File: src/rtl/inertial_fusion_cal_pkg.sv
// Shared types and default constants for the inertial rate/accel fusion block.
// Holds the controller state encoding and the fixed accel-to-angle shift.
package inertial_fusion_pkg;

    typedef enum logic [1:0] {
        ST_IDLE = 2'd0,
        ST_CAL  = 2'd1,
        ST_RUN  = 2'd2
    } fusion_state_e;

    localparam int DEF_NUM_AXES    = 2;
    localparam int DEF_CAL_LOG2    = 8;
    localparam int DEF_FUSION_STEP = 512;
    localparam int DEF_ACC_SCALE   = 327;
    localparam int DEF_INT_W       = 27;

    // Accel product is scaled down by 2^ACC_SHIFT to land in angle units.
    localparam int ACC_SHIFT = 13;

endpackage

File: src/rtl/inertial_fusion_cal_axis.sv
// One fusion channel: offset averaging during calibration, then a
// complementary-style integrator nudged toward the accel-derived angle.
module fusion_axis
    import inertial_fusion_pkg::*;
#(
    parameter int CAL_LOG2    = DEF_CAL_LOG2,
    parameter int FUSION_STEP = DEF_FUSION_STEP,
    parameter int ACC_SCALE   = DEF_ACC_SCALE,
    parameter int INT_W       = DEF_INT_W
) (
    input  logic        clk,
    input  logic        rst_n,
    input  logic        clear_i,
    input  logic        cal_acc_i,
    input  logic        cal_last_i,
    input  logic        run_upd_i,
    input  logic [15:0] rate_i,
    input  logic [15:0] acc_i,
    output logic [15:0] angle_o
);

    localparam int SUM_W = 16 + CAL_LOG2;
    localparam int EXT_W = INT_W + 2;
    localparam logic signed [EXT_W-1:0] SAT_MAX  = EXT_W'({1'b0, {(INT_W-1){1'b1}}});
    localparam logic signed [EXT_W-1:0] SAT_MIN  = -SAT_MAX - EXT_W'(1);
    localparam logic signed [EXT_W-1:0] STEP_POS = EXT_W'(FUSION_STEP);

    logic signed [SUM_W-1:0] rate_sum_q, rate_sum_d, acc_sum_q, acc_sum_d;
    logic signed [SUM_W-1:0] rate_sum_nxt, acc_sum_nxt;
    logic signed [15:0]      rate_off_q, rate_off_d, acc_off_q, acc_off_d;
    logic signed [INT_W-1:0] integ_q, integ_d;
    logic signed [16:0]      rate_c, acc_c;
    logic signed [31:0]      acc_prod;
    logic signed [15:0]      acc_ang, angle_s;
    logic signed [EXT_W-1:0] step_ext, integ_sum, integ_sat;

    // Sums include the current sample so the terminal sample is part of the average.
    assign rate_sum_nxt = rate_sum_q + {{CAL_LOG2{rate_i[15]}}, rate_i};
    assign acc_sum_nxt  = acc_sum_q  + {{CAL_LOG2{acc_i[15]}},  acc_i};

    assign rate_c   = {rate_i[15], rate_i} - {rate_off_q[15], rate_off_q};
    assign acc_c    = {acc_i[15], acc_i}   - {acc_off_q[15], acc_off_q};
    assign acc_prod = 32'(acc_c) * 32'(ACC_SCALE);
    assign acc_ang  = 16'(acc_prod >>> ACC_SHIFT);
    assign angle_s  = integ_q[INT_W-1 -: 16];
    assign angle_o  = angle_s;

    // Integrator sum is two bits wider than the register so overflow is visible before clamping.
    assign step_ext  = (acc_ang > angle_s) ? STEP_POS : -STEP_POS;
    assign integ_sum = EXT_W'(integ_q) - EXT_W'(rate_c) + step_ext;

    always_comb begin
        if (integ_sum > SAT_MAX) begin
            integ_sat = SAT_MAX;
        end else if (integ_sum < SAT_MIN) begin
            integ_sat = SAT_MIN;
        end else begin
            integ_sat = integ_sum;
        end
    end

    always_comb begin
        rate_sum_d = rate_sum_q;
        acc_sum_d  = acc_sum_q;
        rate_off_d = rate_off_q;
        acc_off_d  = acc_off_q;
        integ_d    = integ_q;
        if (clear_i) begin
            rate_sum_d = '0;
            acc_sum_d  = '0;
            rate_off_d = '0;
            acc_off_d  = '0;
            integ_d    = '0;
        end else if (cal_acc_i) begin
            rate_sum_d = rate_sum_nxt;
            acc_sum_d  = acc_sum_nxt;
            if (cal_last_i) begin
                rate_off_d = rate_sum_nxt[CAL_LOG2 +: 16];
                acc_off_d  = acc_sum_nxt[CAL_LOG2 +: 16];
            end
        end else if (run_upd_i) begin
            integ_d = integ_sat[INT_W-1:0];
        end
    end

    always_ff @(posedge clk or negedge rst_n) begin
        if (!rst_n) begin
            rate_sum_q <= '0;
            acc_sum_q  <= '0;
            rate_off_q <= '0;
            acc_off_q  <= '0;
            integ_q    <= '0;
        end else begin
            rate_sum_q <= rate_sum_d;
            acc_sum_q  <= acc_sum_d;
            rate_off_q <= rate_off_d;
            acc_off_q  <= acc_off_d;
            integ_q    <= integ_d;
        end
    end

endmodule

File: src/rtl/inertial_fusion_cal.sv
// Multi-axis inertial fusion with start-up offset calibration.
// The controller FSM and sample counter live here; per-axis math is in fusion_axis.
module inertial_fusion_cal
    import inertial_fusion_pkg::*;
#(
    parameter int NUM_AXES    = DEF_NUM_AXES,
    parameter int CAL_LOG2    = DEF_CAL_LOG2,
    parameter int FUSION_STEP = DEF_FUSION_STEP,
    parameter int ACC_SCALE   = DEF_ACC_SCALE,
    parameter int INT_W       = DEF_INT_W
) (
    input  logic                    clk,
    input  logic                    rst_n,
    input  logic                    vld,
    input  logic                    cal_start,
    input  logic [16*NUM_AXES-1:0]  rate,
    input  logic [16*NUM_AXES-1:0]  acc,
    output logic [16*NUM_AXES-1:0]  angle,
    output logic                    angle_vld,
    output logic                    cal_done,
    output logic                    calibrated
);

    fusion_state_e       state_q, state_d;
    logic [CAL_LOG2-1:0] count_q, count_d;
    logic                angle_vld_q, angle_vld_d;
    logic                cal_done_q, cal_done_d;
    logic                cal_acc, cal_last, run_upd;

    // Counter holds samples taken so far; all-ones means this vld is the last one.
    assign cal_last = &count_q;

    // cal_start overrides everything, including a coincident sample.
    always_comb begin
        state_d     = state_q;
        count_d     = count_q;
        angle_vld_d = 1'b0;
        cal_done_d  = 1'b0;
        cal_acc     = 1'b0;
        run_upd     = 1'b0;
        if (cal_start) begin
            state_d = ST_CAL;
            count_d = '0;
        end else begin
            case (state_q)
                ST_IDLE: state_d = ST_IDLE;
                ST_CAL: begin
                    if (vld) begin
                        cal_acc = 1'b1;
                        count_d = count_q + CAL_LOG2'(1);
                        if (cal_last) begin
                            state_d    = ST_RUN;
                            cal_done_d = 1'b1;
                        end
                    end
                end
                ST_RUN: begin
                    if (vld) begin
                        run_upd     = 1'b1;
                        angle_vld_d = 1'b1;
                    end
                end
                default: state_d = ST_IDLE;
            endcase
        end
    end

    always_ff @(posedge clk or negedge rst_n) begin
        if (!rst_n) begin
            state_q     <= ST_IDLE;
            count_q     <= '0;
            angle_vld_q <= 1'b0;
            cal_done_q  <= 1'b0;
        end else begin
            state_q     <= state_d;
            count_q     <= count_d;
            angle_vld_q <= angle_vld_d;
            cal_done_q  <= cal_done_d;
        end
    end

    assign angle_vld  = angle_vld_q;
    assign cal_done   = cal_done_q;
    assign calibrated = (state_q == ST_RUN);

    for (genvar k = 0; k < NUM_AXES; k++) begin : g_axis
        fusion_axis #(
            .CAL_LOG2    (CAL_LOG2),
            .FUSION_STEP (FUSION_STEP),
            .ACC_SCALE   (ACC_SCALE),
            .INT_W       (INT_W)
        ) u_axis (
            .clk        (clk),
            .rst_n      (rst_n),
            .clear_i    (cal_start),
            .cal_acc_i  (cal_acc),
            .cal_last_i (cal_last),
            .run_upd_i  (run_upd),
            .rate_i     (rate[16*k +: 16]),
            .acc_i      (acc[16*k +: 16]),
            .angle_o    (angle[16*k +: 16])
        );
    end

endmodule

File: config.mk
export PLATFORM = sky130hd
export DESIGN_NAME = inertial_fusion_cal
export DESIGN_NICKNAME = d
export VERILOG_FILES = /design/src/rtl/inertial_fusion_cal_pkg.sv /design/src/rtl/inertial_fusion_cal_axis.sv /design/src/rtl/inertial_fusion_cal.sv
export SDC_FILE = /design/constraint.sdc
export NUM_CORES = 1
export LEC_CHECK = 0
export ABC_AREA = 0
export BUFFER_PORTS_ARGS = -buffer_cell sky130_fd_sc_hd__buf_4
export CAP_MARGIN = 20
export CORE_MARGIN = 4
export CORE_UTILIZATION = 50
export CTS_CLUSTER_SIZE = 25
export DETAILED_ROUTE_END_ITERATION = 8
export HOLD_SLACK_MARGIN = 0.08
export MAX_ROUTING_LAYER = met4
export PLACE_DENSITY = 0.74
export SLEW_MARGIN = 25
export SYNTH_ARGS = -nofsm -noshare
export SYNTH_HDL_FRONTEND = slang
export SYNTH_SLANG_ARGS = --single-unit
export TNS_END_PERCENT = 1
File: constraint.sdc
create_clock -name clk -period 25.9 [get_ports clk]
set_input_delay 7.77 -clock clk [delete_from_list [all_inputs] [get_ports clk]]
set_output_delay 7.77 -clock clk [all_outputs]
set_load 0.05 [all_outputs]
==> impl_metrics.env <==
export IMPL_place_area_mm2=0.0278
export IMPL_tightest_slew_ns=0.973
export IMPL_ant_nets=0
export IMPL_switching_share=0.481
export IMPL_fin_util=0.548
export IMPL_ys_ff_latch=226
export IMPL_die_area_mm2=0.0569
export IMPL_hold_buffers=0
export IMPL_dp_hpwl_mm=47.8
export IMPL_num_io_pins=103
export IMPL_root_buffer="clkbuf_16"
export IMPL_power_switching_mw=1.64
export IMPL_synthDistinctLibCells=85
export IMPL_status="finished, final reports clean"
export IMPL_clockBufferDepth=3
export IMPL_peakVddDrop_v=0.000103
export IMPL_slew_headroom=0.351
export IMPL_cts_buffers_inserted=29
export IMPL_critPathMaxFanout=26
export IMPL_hold_viol_final=0
export IMPL_syn_instance_count=3024
export IMPL_synth_top_cell_by_area="dfrtp_1"
export IMPL_seq_power_share=0.113
export IMPL_firstDrtPassIters=5
export IMPL_drive_gt1_frac=0.0703
export IMPL_finalNetCount=3701
export IMPL_cts_tree="yes"
export IMPL_syn2layout_area_growth_pct=8.41
export IMPL_nFillCells=4749
export IMPL_combPwrFrac=0.762
export IMPL_grt_max_degree=151
export IMPL_rsz0062_at_grt="no"
export IMPL_total_power_mw=3.42
export IMPL_reg2regPathDepth=50
export IMPL_yosys_cell_count_top_type="inv_1"
export IMPL_postCtsSetupBuffers=0
export IMPL_max_freq_mhz=49.1
export IMPL_finalSetupTns_ns=0
export IMPL_drtIter0Drc=1161
export IMPL_route_final_wire_length_mm=60.8
export IMPL_avgSynthCellArea_um2=8.80
export IMPL_intPower_mw=1.78
export IMPL_leakagePower_nw=14.6
export IMPL_maxCapViolations=0
export IMPL_pwr_share_clk=0.125
export IMPL_insertion_delay_ns=0.58
export IMPL_worst_slack_ns=5.52
export IMPL_period_minus_slack_ns=20.38
export IMPL_synth_area_leaders="dfrtp_1 21%, ha_1 18%, fa_1 14%"
export IMPL_initial_core_util=0.505
export IMPL_portBuffers=102
export IMPL_cp_end_kind="flip-flop"
export IMPL_antenna_found_initial=3
export IMPL_grt_overflow_total=0
export IMPL_yosysWarnings=0
export IMPL_design_area_mm2=0.0288
export IMPL_die_w_um=239
export IMPL_yosys_top_cells_count="479 x inv_1, 385 x ha_1, 300 x nand2_1"
export IMPL_path_clk_slew_ns=0.05
export IMPL_yosysSeqAreaShare=0.213
export IMPL_min_period_over_period=0.787
export IMPL_multi_input_area_mm2=0.0186
export IMPL_post_place_ws_ns=4.91
export IMPL_die_height_um=239
export IMPL_syn_nets=3661
export IMPL_syn_area_mm2=0.0266
export IMPL_async_reset_ff_frac=1.00
export IMPL_hold_class="reg2reg"
export IMPL_skew_ns=0.0188
export IMPL_place_congestion=0.891
export IMPL_final_setup_viol_count=0
export IMPL_powerDensity_mw_per_mm2=119
export IMPL_regArea_mm2=0.00566
export IMPL_vias=20900
export IMPL_holdPathStages=2
export IMPL_synth_edff_count=0
export IMPL_cts_resized=0
export IMPL_groute_usage_overall=0.220
export IMPL_slowest_stage="nor4_1"
export IMPL_cts_max_level=1
export IMPL_cp_required_ns=26.35
export IMPL_synth_ff_type="dfrtp_1"
export IMPL_finalMaxSlewViolations=0
export IMPL_max_stage_delay_ns=0.71
export IMPL_grt_pass1_vias=20800
export IMPL_cts_sinks=226
export IMPL_arrival_ns=20.82
export IMPL_core_area_mm2=0.0527
export IMPL_grt_pass1_wl_mm=103
export IMPL_crit_type="in2reg"
export IMPL_rows=84
export IMPL_worst_setup_path_start_kind="primary input"
export IMPL_via_per_inst=5.54
export IMPL_synth_top_area_share=0.213
export IMPL_remaining_drc_errors=0
export IMPL_wl_per_cell_um=16.1
[sequential cells by signal, summed over array words and instances, names as in the netlist]
register / flops
angle_vld: 1
cal_done: 1
count_q: 8
g_axis.u_axis.acc_off_q: 32
g_axis.u_axis.acc_sum_q: 48
g_axis.u_axis.integ_q: 54
g_axis.u_axis.rate_off_q: 32
g_axis.u_axis.rate_sum_q: 48
state_q: 2
[placed cells by master, fill, tap and decap left out, types with 20 or more instances in the layout]
cell type,n
ha_1,385
o21a_1,39
inv_1,479
xnor2_1,151
a21o_1,100
o31ai_1,23
clkbuf_16,29
nand2b_1,28
nor2_1,158
buf_4,111
fa_1,184
nor3_1,40
o21ai_0,83
xor2_1,56
a211oi_1,20
nor2b_1,29
a221o_1,52
a21oi_1,254
nand3_1,36
nand2_1,298
dfrtp_1,226
[power groups by stage]
stage               sequential [mW]  combinational (mW)  clock [mW]
CTS                           0.388                2.61       0.438
global placement              0.393                2.55           0
global route                  0.390                2.99       0.451
floorplan                     0.391                2.08           0
detailed placement            0.394                2.59           0
finish                        0.388                2.60       0.427
[per-layer routing]
| metal | GRT usage | up-vias | share of wire |
|---|---|---|---|
| met4 | 0.0507 | 0 | 0.025 |
| met3 | 0.0258 | 93 | 0.040 |
| li1 | - | 10300 | - |
| met5 | - | - | 0 |
| met2 | 0.365 | 372 | 0.48 |
| met1 | 0.291 | 10100 | 0.46 |
[per-stage QoR]
stage	instances	hold WS, ns
after floorplan	3024	0.449
after global placement	3720	0.464
after detailed placement	3720	0.474
after CTS	3774	0.487
after global routing	3778	0.496
final	3778	0.484
[worst paths after layout]
kind                                                 from                        endpoint  slack (ns)
max in group asynchronous                           rst_n                      count_q[6]       17.47
min                        g_axis[0].u_axis.acc_off_q[12]  g_axis[0].u_axis.acc_off_q[12]        0.48
min in group asynchronous                           rst_n   g_axis[1].u_axis.acc_sum_q[1]        7.12
max reg2reg                 g_axis[0].u_axis.acc_off_q[1]    g_axis[0].u_axis.integ_q[12]       12.43
min reg2reg                g_axis[0].u_axis.acc_off_q[12]  g_axis[0].u_axis.acc_off_q[12]        0.48
max                                                acc[1]    g_axis[0].u_axis.integ_q[12]        5.52
[cell families (layout without fill, tap and decap cells)]
| group | Yosys count | count (layout) | synth area share |
|---|---|---|---|
| buffers and inverters | 586 | 649 | 0.0892 |
| AO/OA/AOI/OAI | 723 | 723 | 0.185 |
| other | 0 | 3 | 0 |
| flip-flops | 226 | 226 | 0.213 |
| AND/OR/NAND/NOR | 705 | 705 | 0.121 |
| XOR/XNOR | 209 | 209 | 0.0700 |
| adder cells (fa/ha/maj) | 569 | 569 | 0.320 |
| multiplexers | 6 | 6 | 0.00249 |
[area by class of cell]
cell class	instances	share of cell area
Tap cell	688	0.0299
Clock inverter	15	0.00629
Inverter	480	0.0625
Multi-Input combinational cell	2212	0.646
Sequential cell	226	0.196
Antenna cell	3	0.000260
Clock buffer	39	0.0282
Timing Repair Buffer	115	0.0309
[critical path, delay by kind of cell]
family | cells | cell delay, ns
buffers and inverters | 6 | 0.68
xor gates and xnor gates | 3 | 1.14
and+or+nand+nor | 8 | 1.72
adders and majority gates | 10 | 4.04
AOI/OAI and AO/OA | 23 | 5.44
Note: power is estimated with default switching activity, not from simulation.
